[src/rtl/music_box_state_sequencer.sv]
// Music box state sequencer.
// Collects debounced button presses and grants them one at a time, round-robin,
// as a play state broadcast on currentState. Each grant runs until its state
// module reports completion, the same button is pressed again (abort), or the
// millisecond watchdog expires. A cooldown of at least two 1 kHz ticks with
// DoNothing on the bus follows every grant, so slow state modules can clear.
module music_box_state_sequencer #(
    parameter int NUM_STATES = 4,
    parameter int TIMEOUT_MS = 10000
) (
    input  logic                  clock_50Mhz,
    input  logic                  reset_n,
    input  logic                  tick_1Khz,
    input  logic [NUM_STATES-1:0] buttonRequest,
    input  logic [NUM_STATES-1:0] stateComplete,
    output logic [4:0]            currentState,
    output logic                  busy,
    output logic                  timeoutFlag,
    output logic [31:0]           debugString
);

    localparam logic [15:0] TIMEOUT_LIMIT = 16'(TIMEOUT_MS);
    localparam logic [15:0] MS_MAX        = 16'hFFFF;
    localparam logic [2:0]  LAST_IDX      = 3'(NUM_STATES - 1);

    typedef enum logic [1:0] {
        ST_IDLE     = 2'b00,
        ST_ACTIVE   = 2'b01,
        ST_COOLDOWN = 2'b10,
        ST_ILLEGAL  = 2'b11
    } fsm_t;

    fsm_t        state_r;
    logic [7:0]  btn_ext_s;
    logic [7:0]  cmp_ext_s;
    logic [7:0]  btn_hist_r;
    logic [7:0]  rise_s;
    logic [7:0]  pending_r;
    logic [7:0]  grant_mask_s;
    logic [7:0]  active_mask_s;
    logic [3:0]  pick_s;
    logic [2:0]  grant_idx_s;
    logic        grant_valid_s;
    logic [2:0]  rr_ptr_r;
    logic [2:0]  active_idx_r;
    logic [15:0] ms_counter_r;
    logic [1:0]  cool_ticks_r;
    logic [4:0]  current_state_r;
    logic        busy_r;
    logic        timeout_flag_r;
    logic        complete_s;
    logic        abort_s;
    logic        timeout_s;

    // Round-robin pick: first requesting index at or after ptr, wrapping at NUM_STATES.
    // Returns {found, index}.
    function automatic logic [3:0] rr_pick(input logic [7:0] req, input logic [2:0] ptr);
        logic [3:0] pick;
        int         idx;
        pick = 4'd0;
        for (int k = NUM_STATES - 1; k >= 0; k--) begin
            idx = int'(ptr) + k;
            if (idx >= NUM_STATES) begin
                idx = idx - NUM_STATES;
            end else begin
                idx = idx;
            end
            if (req[3'(idx)]) begin
                pick = {1'b1, 3'(idx)};
            end else begin
                pick = pick;
            end
        end
        return pick;
    endfunction

    // Widen the button and completion buses to a fixed 8 bits so a 3-bit index always fits.
    always_comb begin
        btn_ext_s = 8'd0;
        cmp_ext_s = 8'd0;
        for (int i = 0; i < NUM_STATES; i++) begin
            btn_ext_s[i] = buttonRequest[i];
            cmp_ext_s[i] = stateComplete[i];
        end
    end

    assign rise_s        = btn_ext_s & ~btn_hist_r;
    assign pick_s        = rr_pick(pending_r | rise_s, rr_ptr_r);
    assign grant_idx_s   = pick_s[2:0];
    assign grant_valid_s = (pending_r != 8'd0) && pick_s[3];
    assign grant_mask_s  = 8'd1 << grant_idx_s;
    assign active_mask_s = 8'd1 << active_idx_r;
    assign complete_s    = cmp_ext_s[active_idx_r];
    assign abort_s       = rise_s[active_idx_r];
    assign timeout_s     = (ms_counter_r >= TIMEOUT_LIMIT);

    // Button history for rising-edge detection; cleared by reset so a held button re-fires once.
    always_ff @(posedge clock_50Mhz or negedge reset_n) begin
        if (!reset_n) begin
            btn_hist_r <= 8'd0;
        end else begin
            btn_hist_r <= btn_ext_s;
        end
    end

    // Sequencer FSM with its pending set, round-robin pointer, counters and registered outputs.
    always_ff @(posedge clock_50Mhz or negedge reset_n) begin
        if (!reset_n) begin
            state_r         <= ST_IDLE;
            pending_r       <= 8'd0;
            rr_ptr_r        <= 3'd0;
            active_idx_r    <= 3'd0;
            ms_counter_r    <= 16'd0;
            cool_ticks_r    <= 2'd0;
            current_state_r <= 5'd0;
            busy_r          <= 1'b0;
            timeout_flag_r  <= 1'b0;
        end else begin
            timeout_flag_r <= 1'b0;
            case (state_r)
                ST_IDLE: begin
                    ms_counter_r    <= 16'd0;
                    current_state_r <= 5'd0;
                    if (grant_valid_s) begin
                        pending_r       <= (pending_r | rise_s) & ~grant_mask_s;
                        rr_ptr_r        <= (grant_idx_s == LAST_IDX) ? 3'd0 : grant_idx_s + 3'd1;
                        active_idx_r    <= grant_idx_s;
                        current_state_r <= {2'b00, grant_idx_s} + 5'd1;
                        busy_r          <= 1'b1;
                        state_r         <= ST_ACTIVE;
                    end else begin
                        pending_r <= pending_r | rise_s;
                        busy_r    <= 1'b0;
                    end
                end
                ST_ACTIVE: begin
                    // A press of the active button is an abort, never a new request.
                    pending_r <= pending_r | (rise_s & ~active_mask_s);
                    if (complete_s || abort_s || timeout_s) begin
                        state_r         <= ST_COOLDOWN;
                        current_state_r <= 5'd0;
                        ms_counter_r    <= 16'd0;
                        cool_ticks_r    <= 2'd0;
                        timeout_flag_r  <= !complete_s && !abort_s;
                    end else if (tick_1Khz && (ms_counter_r != MS_MAX)) begin
                        ms_counter_r <= ms_counter_r + 16'd1;
                    end else begin
                        ms_counter_r <= ms_counter_r;
                    end
                end
                ST_COOLDOWN: begin
                    pending_r       <= pending_r | rise_s;
                    current_state_r <= 5'd0;
                    ms_counter_r    <= 16'd0;
                    if (tick_1Khz && (cool_ticks_r != 2'd2)) begin
                        cool_ticks_r <= cool_ticks_r + 2'd1;
                    end else begin
                        cool_ticks_r <= cool_ticks_r;
                    end
                    if ((cool_ticks_r == 2'd2) && !complete_s) begin
                        state_r <= ST_IDLE;
                        busy_r  <= 1'b0;
                    end else begin
                        state_r <= ST_COOLDOWN;
                    end
                end
                default: begin
                    state_r         <= ST_IDLE;
                    current_state_r <= 5'd0;
                    ms_counter_r    <= 16'd0;
                    cool_ticks_r    <= 2'd0;
                    busy_r          <= 1'b0;
                end
            endcase
        end
    end

    assign currentState = current_state_r;
    assign busy         = busy_r;
    assign timeoutFlag  = timeout_flag_r;
    assign debugString  = {3'b000, current_state_r, 6'b000000, 2'(state_r), ms_counter_r};

endmodule

[config.mk]
export PLATFORM = sky130hd
export DESIGN_NAME = music_box_state_sequencer
export DESIGN_NICKNAME = d
export VERILOG_FILES = /design/src/rtl/music_box_state_sequencer.sv
export SDC_FILE = /design/constraint.sdc
export NUM_CORES = 1
export LEC_CHECK = 0
export BUFFER_PORTS_ARGS = -buffer_cell sky130_fd_sc_hd__buf_2
export CAP_MARGIN = 20
export CORE_MARGIN = 3
export CORE_UTILIZATION = 40
export DETAILED_ROUTE_END_ITERATION = 6
export GPL_TIMING_DRIVEN = 0
export PLACE_DENSITY_LB_ADDON = 0.25
export SYNTH_ARGS = -nofsm -noshare
export SYNTH_HDL_FRONTEND = slang
export SYNTH_SLANG_ARGS = --single-unit
[constraint.sdc]
create_clock -name clock_50Mhz -period 3.7 [get_ports clock_50Mhz]
set_clock_uncertainty 0.05 [all_clocks]
set_input_delay 0.74 -clock clock_50Mhz [delete_from_list [all_inputs] [get_ports clock_50Mhz]]
set_output_delay 0.74 -clock clock_50Mhz [all_outputs]
set_load 0.01 [all_outputs]
# == Yosys cells after proc, flatten, opt, wreduce, memory -nomap -nowiden ==
# Index checks and enable logic that the tools add are counted.
# word_totals
reg_bits,45
elab_cells,115
output_inout_bits,39
in_bits,11
# op_classes
n_eq_ne,11
order_cmp,10
bitwise,10
n_reduce_logical,16
n_shift,2
n_mux,45
addsub,11
# ops
cell,count
2-to-1 mux 16 bit,3
case mux 8 bit (3 select lines),1
< comparator 3 x 5 -> 1 bit (second input constant),4
2-to-1 mux 4 bit,5
binary-select mux 1 bit (select 3 bit),6
adder 16 x 1 -> 16 bit (second input constant),1
AND 8 bit,2
>= comparator 16 x 14 -> 1 bit (second input constant),1
!= test 16 bit (second input constant),1
NOT 8 bit,2
bitwise OR 8 bit,2
<< shifter 1 x 3 -> 8 bit (first input constant),2
2-to-1 mux 3 bit,5
2-to-1 mux 1 bit,14
>= comparator 4 x 3 -> 1 bit (second input constant),3
case mux 2 bit (3 select lines),2
subtractor 3 bit (second input constant),4
2-to-1 mux 2 bit,5
!= test 2 bit (second input constant),5
case mux 5 bit (2 select lines),1
adder 3 x 1 -> 4 bit (second input constant),2
adder 3 x 2 -> 4 bit (second input constant),2
AND 4 x 8 -> 8 bit,1
2-to-1 mux 8 bit,1
other kinds (20),30

# == Longest topological paths before layout ==
# Gate-level depths: netlist of run 1.
# logic_depth
word_depth,15
depth_mapped,12
mapped_depth_nobuf,10

# == Worst setup path before layout of run 1 ==
# No wires, ideal clock.
# synth_timing
path_type,reg-to-reg
from,register rr_ptr_r[0]
to,register pending_r[2]
synth_period_minus_slack_ns,2.848
t_arrival_ns,2.661
setup_slack_ns,0.852
n_path_buf,2
setup_time_ns,0.137
path_stages_with_launch,13
required_time_ns,3.513
path_cell_list,dfrtp_1 -> buf_6 -> buf_4 -> inv_1 -> ha_1 -> mux4_2 -> and3_4 -> a221oi_4 -> o41ai_2 -> nor3b_4 -> inv_2 -> nor4_2 -> o41ai_1
# synth_between
elab_chain_cells,15
word_cells_on_any_way,37
cone_classes,add/sub (7); order compare (4); shift (1); mux (22); bitwise (2); reduce/logical (1)
# synth_rtl
item,line_no,rtl
"start, declared",44,logic [2:0] rr_ptr_r;
"start signal, assigned",126,rr_ptr_r <= (grant_idx_s == LAST_IDX) ? 3'd0 : grant_idx_s + 3'd1;
adder 3 x 2 -> 4 bit,62,idx = int'(ptr) + k;
>= comparator 4 x 3 -> 1 bit or subtractor 3 bit (tied branches),"63, 64",
2-to-1 mux 3 bit,63,if (idx >= NUM_STATES) begin
binary-select mux 1 bit (select 3 bit),68,if (req[3'(idx)]) begin
2-to-1 mux 1 bit (implied by the code) (2 in series),68,
2-to-1 mux 4 bit (3 in series),68,
2-to-1 mux 4 bit *,68,
<< shifter 1 x 3 -> 8 bit,91,assign grant_mask_s = 8'd1 << grant_idx_s;
NOT 8 bit,125,pending_r <= (pending_r | rise_s) & ~grant_mask_s;
AND 8 bit,125,
2-to-1 mux 8 bit *,124,if (grant_valid_s) begin
case mux 8 bit (3 select lines) *,120,case (state_r)
"end signal, assigned",125,
"end signal, assigned",132,pending_r <= pending_r | rise_s;
"end signal, assigned",138,pending_r <= pending_r | (rise_s & ~active_mask_s);
"end, declared",38,logic [7:0] pending_r;
# Every way passes the cells marked *; elsewhere a longest branch is shown, timed or not. The select of a mux whose other input is x is not followed.
# A chain may end at the register's enable or synchronous reset.

# == Final worst setup path of run 1 ==
# Ends and elaborated chain as after synthesis.

==> impl_metrics.ini, run 1 <==
[critical_path]
critPathCaptureType = register
arrival_ps = 3360
cp-start-kind = register
r2r_start = rr_ptr_r[0]
crit_start = rr_ptr_r[0]
crit_type = register to register
rrSetupSlack_ps = 460
timing.rr.end = pending_r[2]
cp-endpoint = pending_r[2]
rr_worst_depth = 12
crit_fanout = 10
crit_required_ps = 3820

[routing]
avgRoutedWirePerCell_um = 14.3
routed_wl_mm = 6.36
met3_length_um = 330
drc = 0
wl_met2_mm = 2.86
dr_total_vias = 2363
dr.first_iter.drc_count = 126
wl_met1_mm = 3.05
viasPerCell = 5.30
drt_pre_antenna_iters = 4
maxUsedRoutingLayer = met4
postRouteAntennaNets = 0

[synthesis]
synthTopCellsByArea = dfrtp_1 39%, nor2_1 4.7%, buf_4 4.3%
syn_area_mm2 = 0.00279
synth-edff-count = 0
synth-seq-cells = 44
ys.warnings.count = 0
netlist_instances = 295
yosysTopAreaCellShare_pct = 39.4
synth_ff_type = dfrtp_1
ys_async_sr_fraction_pct = 100
ys_types = 61
syn_avg_cell_area_um2 = 9.47
ys_seq_area_share_pct = 39.4
yosysTopAreaCell = dfrtp_1

[cts]
cts_hold_buf = 0
cts_root_buffer = clkbuf_8
cts_tree = yes
post_cts.repair.setup_buffers = 0
cts_max_level = 2
worstSkewPairLatency_ps = 310
cts.repair.resized = 0
cts_buffer_depth = 2
clk_pin_slew_ps = 90
cts_inserted_buffers = 5
cts_sinks = 44

[floorplanning]
io-pin-count = 50
core-area_mm2 = 0.00657
die_width_um = 89.6
initial_core_util_pct = 42.5
std_cell_rows = 29
fp.dieH_um = 89.6
dieArea_mm2 = 0.00802

[sta]
setup_viol = 0
setup-tns-final_ps = 0
relSlewSlack_pct = 35.7
layout_worst_path_cycle_share_pct = 87.6
min_period_ps = 3240
maxSlewViolCount = 0
worstMarginPinSlew_ps = 965
clock.fmax_mhz = 308
hold_viol = 0
rsz0062_at_grt = false

[cells_and_area]
fillers = 626
syn2layout_area_growth_pct = 16.1
layout_common_cells = 44 x dfrtp_1, 38 x buf_2, 35 x nor2_1, 22 x nand2_1, 19 x inv_1
insertedDiodeCount = 0
layout_commonest_cell = dfrtp_1
fin_util_pct = 49.4
drive_gt1_share_pct = 25.8
seq_area_mm2 = 0.00110
nets = 372
multiInputGateArea_mm2 = 0.00151

[grt]
gr-total-overflow = 0
grt_pass1_vias = 2235
grt_max_degree = 45
antenna_found_initial = 0
grt_usage_pct = 17.7
grt_pass1_wl_mm = 10.8

[place]
dp_hpwl_mm = 4.84
port_buffers = 38
place_congestion = 0.840

[run]
cap_violations = 0

[power]
p_leak_uw = 0.00149
power_per_cell_area_mw_per_mm2 = 791
vdd_drop_max_v = 0.000426

[hold_path]
worstHoldPathType = register to register

[outcome]
outcome = completed
==> through the flow <==
step / cell area (µm²) / cells / worst slack, ps / power, µW / hold WS (ps)
floorplan: 2840 / 307 / 852 / 1890 / 394
global placement: 3140 / 438 / 445 / 2200 / 436
detailed placement: 3140 / 438 / 424 / 2230 / 446
CTS: 3240 / 446 / 479 / 2560 / 468
global route: 3240 / 446 / 282 / 2760 / 478
finish: 3240 / 446 / 458 / 2570 / 457
==> worst max-delay path, cell delays in order, from the launching register on <==
cell and delay, ps:
dfrtp_1 370, buf_6 140, buf_4 180, inv_1 60
ha_1 420, mux4_2 360, and3_4 210, a221oi_4 210
o41ai_2 140, nor3b_4 490, inv_2 120, nor4_2 240
o41ai_1 110
==> kinds of logic after synthesis <==
kind of cell / after synthesis / synth area share (%)
and+or+nand+nor: 112 / 21.7
buffers and inverters: 42 / 8.06
muxes: 11 / 5.42
AOI/OAI and AO/OA: 66 / 18.1
other: 1 / 0.134
DFF: 44 / 39.4
adders and majority gates: 9 / 4.03
xor gates and xnor gates: 10 / 3.14
==> sequential cells by signal (all words and copies together) (netlist names), 2 cells and up <==
register / flops
btn_hist_r: 4
active_idx_r: 3
cool_ticks_r: 2
pending_r: 8
currentState: 4
rr_ptr_r: 3
ms_counter_r: 16
state_r: 2
==> layer usage <==
metal / global-route usage [%] / vias up
met5: 0 / -
li1: - / 1129
met1: 23.9 / 1143
met3: 3.41 / 13
met2: 27.6 / 78
met4: 7.44 / 0
==> Yosys cell counts (2+ instances only) <==
library cell / n
dfrtp_1: 44
nor2_1: 35
nand2_1: 22
inv_1: 19
buf_4: 16
o21ai_0: 13
a21oi_1: 12
ha_1: 9
nor2b_1: 7
or3_1: 6
clkbuf_1: 5
mux2i_1: 5
nand2b_1: 5
nand4_1: 5
xnor2_1: 5
xor2_1: 5
o21ai_1: 4
a221oi_1: 3
mux2_2: 3
mux4_2: 3
nand3_1: 3
nor4_1: 3
o21a_1: 3
o22ai_1: 3
o41ai_1: 3
or2_1: 3
or2_2: 3
a211o_1: 2
a211oi_1: 2
a21boi_0: 2
a22oi_1: 2
a31oi_1: 2
and2_1: 2
and3_1: 2
and4_1: 2
nor2_2: 2
nor3_1: 2
nor4_2: 2
o41ai_2: 2
or4_1: 2
or4b_2: 2
==> cell type report <==
class / instances / share of cell area (%)
plain buffers: 22 / 4.63
clock buffers: 6 / 2.55
inverters: 20 / 2.32
repair buffers: 38 / 5.87
clock inverters: 2 / 0.463
well taps: 93 / 3.59
flip-flops and latches: 44 / 34.0
multi-input cells: 221 / 46.6
==> worst min path at each step <==
stage | from | end | slack [ps] | depth (start not counted)
after detailed placement | busy | busy | 450 | 1
after floorplan | reset_n | active_idx_r[0] | 390 | 0
after CTS | currentState[0] | currentState[0] | 470 | 2
after global routing | buttonRequest[2] | btn_hist_r[2] | 480 | 1
final | currentState[0] | currentState[0] | 460 | 2
after global placement | currentState[0] | currentState[0] | 440 | 2
==> where the power goes <==
group | switching [µW] | internal, µW | leakage [µW]
Sequential | 110 | 583 | 0.000576
Combinational | 895 | 649 | 0.000866
Clock | 179 | 151 | 0.0000434
No activity file was read; power rests on OpenSTA's default activity.
==> inputs of run 2 (changes only) <==
Settings changed: PLACE_DENSITY_LB_ADDON 0.25 to 0.08.
==> run 2 against run 1 <==
  * Non-clock buffer count increased by 1
  * Highest routed layer unchanged
  * First-iteration DRC count up 28%
  * Critical path depth is the same
  * Register-to-register slack is essentially flat
  * Die area is the same
  * Final area grew 0.58%
  * Fmax is essentially flat
  * Clock power is essentially flat
  * Via count decreased by 4.1%
  * Wire length is essentially flat
  * Largest power group unchanged
==> impl_metrics.ini, run 2 (synthesis gave the netlist of run 1 again) <==
[sta]
setup-tns-final_ps = 0
min_period_ps = 3240
rsz0062_at_grt = false
layout_worst_path_cycle_share_pct = 87.5
hold_viol = 0
worstMarginPinSlew_ps = 500
setup_ws_ps = 461
clock.fmax_mhz = 309
relSlewSlack_pct = 66.6
maxSlewViolCount = 0
setup_viol = 0

[floorplanning]
die_width_um = 89.6
dieArea_mm2 = 0.00802
fp.dieH_um = 89.6
core-area_mm2 = 0.00657
io-pin-count = 50
initial_core_util_pct = 42.5
std_cell_rows = 29

[routing]
routed_wl_mm = 6.37
dr_total_vias = 2267
viasPerCell = 5.08
drt_pre_antenna_iters = 4
drc = 0
dr.first_iter.drc_count = 161
avgRoutedWirePerCell_um = 14.3
postRouteAntennaNets = 0

[cells_and_area]
insertedDiodeCount = 0
drive_gt1_share_pct = 25.8
nets = 373
instances_no_fill = 446
top_register = ms_counter_r
fillers = 629
layout_commonest_cell = dfrtp_1
largest_registers = ms_counter_r x16, pending_r x8
final_cell_area_mm2 = 0.00326
largest_reg_flops = 16
syn2layout_area_growth_pct = 16.8
layout_common_cells = 44 x dfrtp_1, 38 x buf_2, 35 x nor2_1, 22 x nand2_1, 19 x inv_1

[place]
place_congestion = 0.812
place_area_mm2 = 0.00314
place_ws_ps = 415
dp_hpwl_mm = 4.86
place_inst = 438
port_buffers = 38

[cts]
cts.repair.resized = 0
cts_inserted_buffers = 5
cts_hold_buf = 0
cts_buffer_depth = 2
post_cts.repair.setup_buffers = 0
worstSkewPairLatency_ps = 300
cts_tree = yes
clk_pin_slew_ps = 80
cts_max_level = 2
cts_root_buffer = clkbuf_8
cts_sinks = 44

[critical_path]
rrSetupSlack_ps = 460
critPathCaptureType = register
cp-start-kind = register
crit_fanout = 10
crit_required_ps = 3810
rr_worst_depth = 12
r2r_start = rr_ptr_r[0]
timing.rr.end = pending_r[2]
crit_type = register to register
arrival_ps = 3350

[hold_path]
worstHoldPathType = primary input to async pin

[power]
p_leak_uw = 0.00150
power_per_cell_area_mw_per_mm2 = 782
vdd_drop_max_v = 0.000406

[grt]
gr-total-overflow = 0
antenna_found_initial = 0
grt_pass1_vias = 2227
grt_max_degree = 45
grt_usage_pct = 17.6
grt_pass1_wl_mm = 10.9

[outcome]
outcome = completed

[run]
cap_violations = 0
## run 2: cell types whose count changed in the layout (fill, tap and decap cells not counted), sizes merged
cell,before,now
clkbuf,11,12
buf,55,56
clkinvlp,2,0
## run 2: final cells by class
type | instances | area, µm² | area share, %
flip-flops and latches | 44 | 1100 | 33.8
plain buffers | 22 | 150 | 4.60
clock buffers | 7 | 96.3 | 2.95
inverters | 20 | 75.1 | 2.30
multi-input cells | 221 | 1510 | 46.4
well taps | 93 | 116 | 3.57
repair buffers | 39 | 210 | 6.45
## run 2: metrics by stage
| step | hold WS (ps) | total power, µW | utilization [%] |
|---|---|---|---|
| after floorplan | 394 | 1890 | - |
| after global placement | 439 | 2210 | 47.9 |
| after detailed placement | 446 | 2230 | 47.9 |
| after CTS | 468 | 2570 | 49.3 |
| after global routing | 252 | 2780 | 49.6 |
| final | 250 | 2550 | 49.6 |
## run 2: worst max-delay path by stage
stage / from / to / slack (ps) / cells after the start
finish: rr_ptr_r[0] / pending_r[2] / 460 / 12
global route: rr_ptr_r[0] / pending_r[6] / 240 / 11
CTS: rr_ptr_r[0] / pending_r[2] / 430 / 12
detailed placement: buttonRequest[2] / pending_r[3] / 420 / 9
global placement: buttonRequest[2] / pending_r[3] / 340 / 9
floorplan: rr_ptr_r[0] / pending_r[2] / 850 / 12
## run 2: power by group
group	internal [µW]	switching (µW)	total (µW)
Sequential	583	111	694
Clock	167	163	329
Combinational	650	876	1530
## run 2: worst max-delay path, cell delays in order (launching register included)
cell and delay, ps:
dfrtp_1 370, buf_6 150, buf_4 180, inv_1 60
ha_1 440, mux4_2 360, and3_4 210, a221oi_4 220
o41ai_2 140, nor3b_4 470, inv_2 110, nor4_2 230
o41ai_1 110
## run 2: routing by layer
| layer | GRT usage (%) | part of all wire (%) |
|---|---|---|
| met1 | 24.5 | 49 |
| met2 | 27.5 | 44 |
| met5 | 0 | 0 |
| met3 | 4.15 | 5.1 |
| met4 | 5.01 | 1.2 |
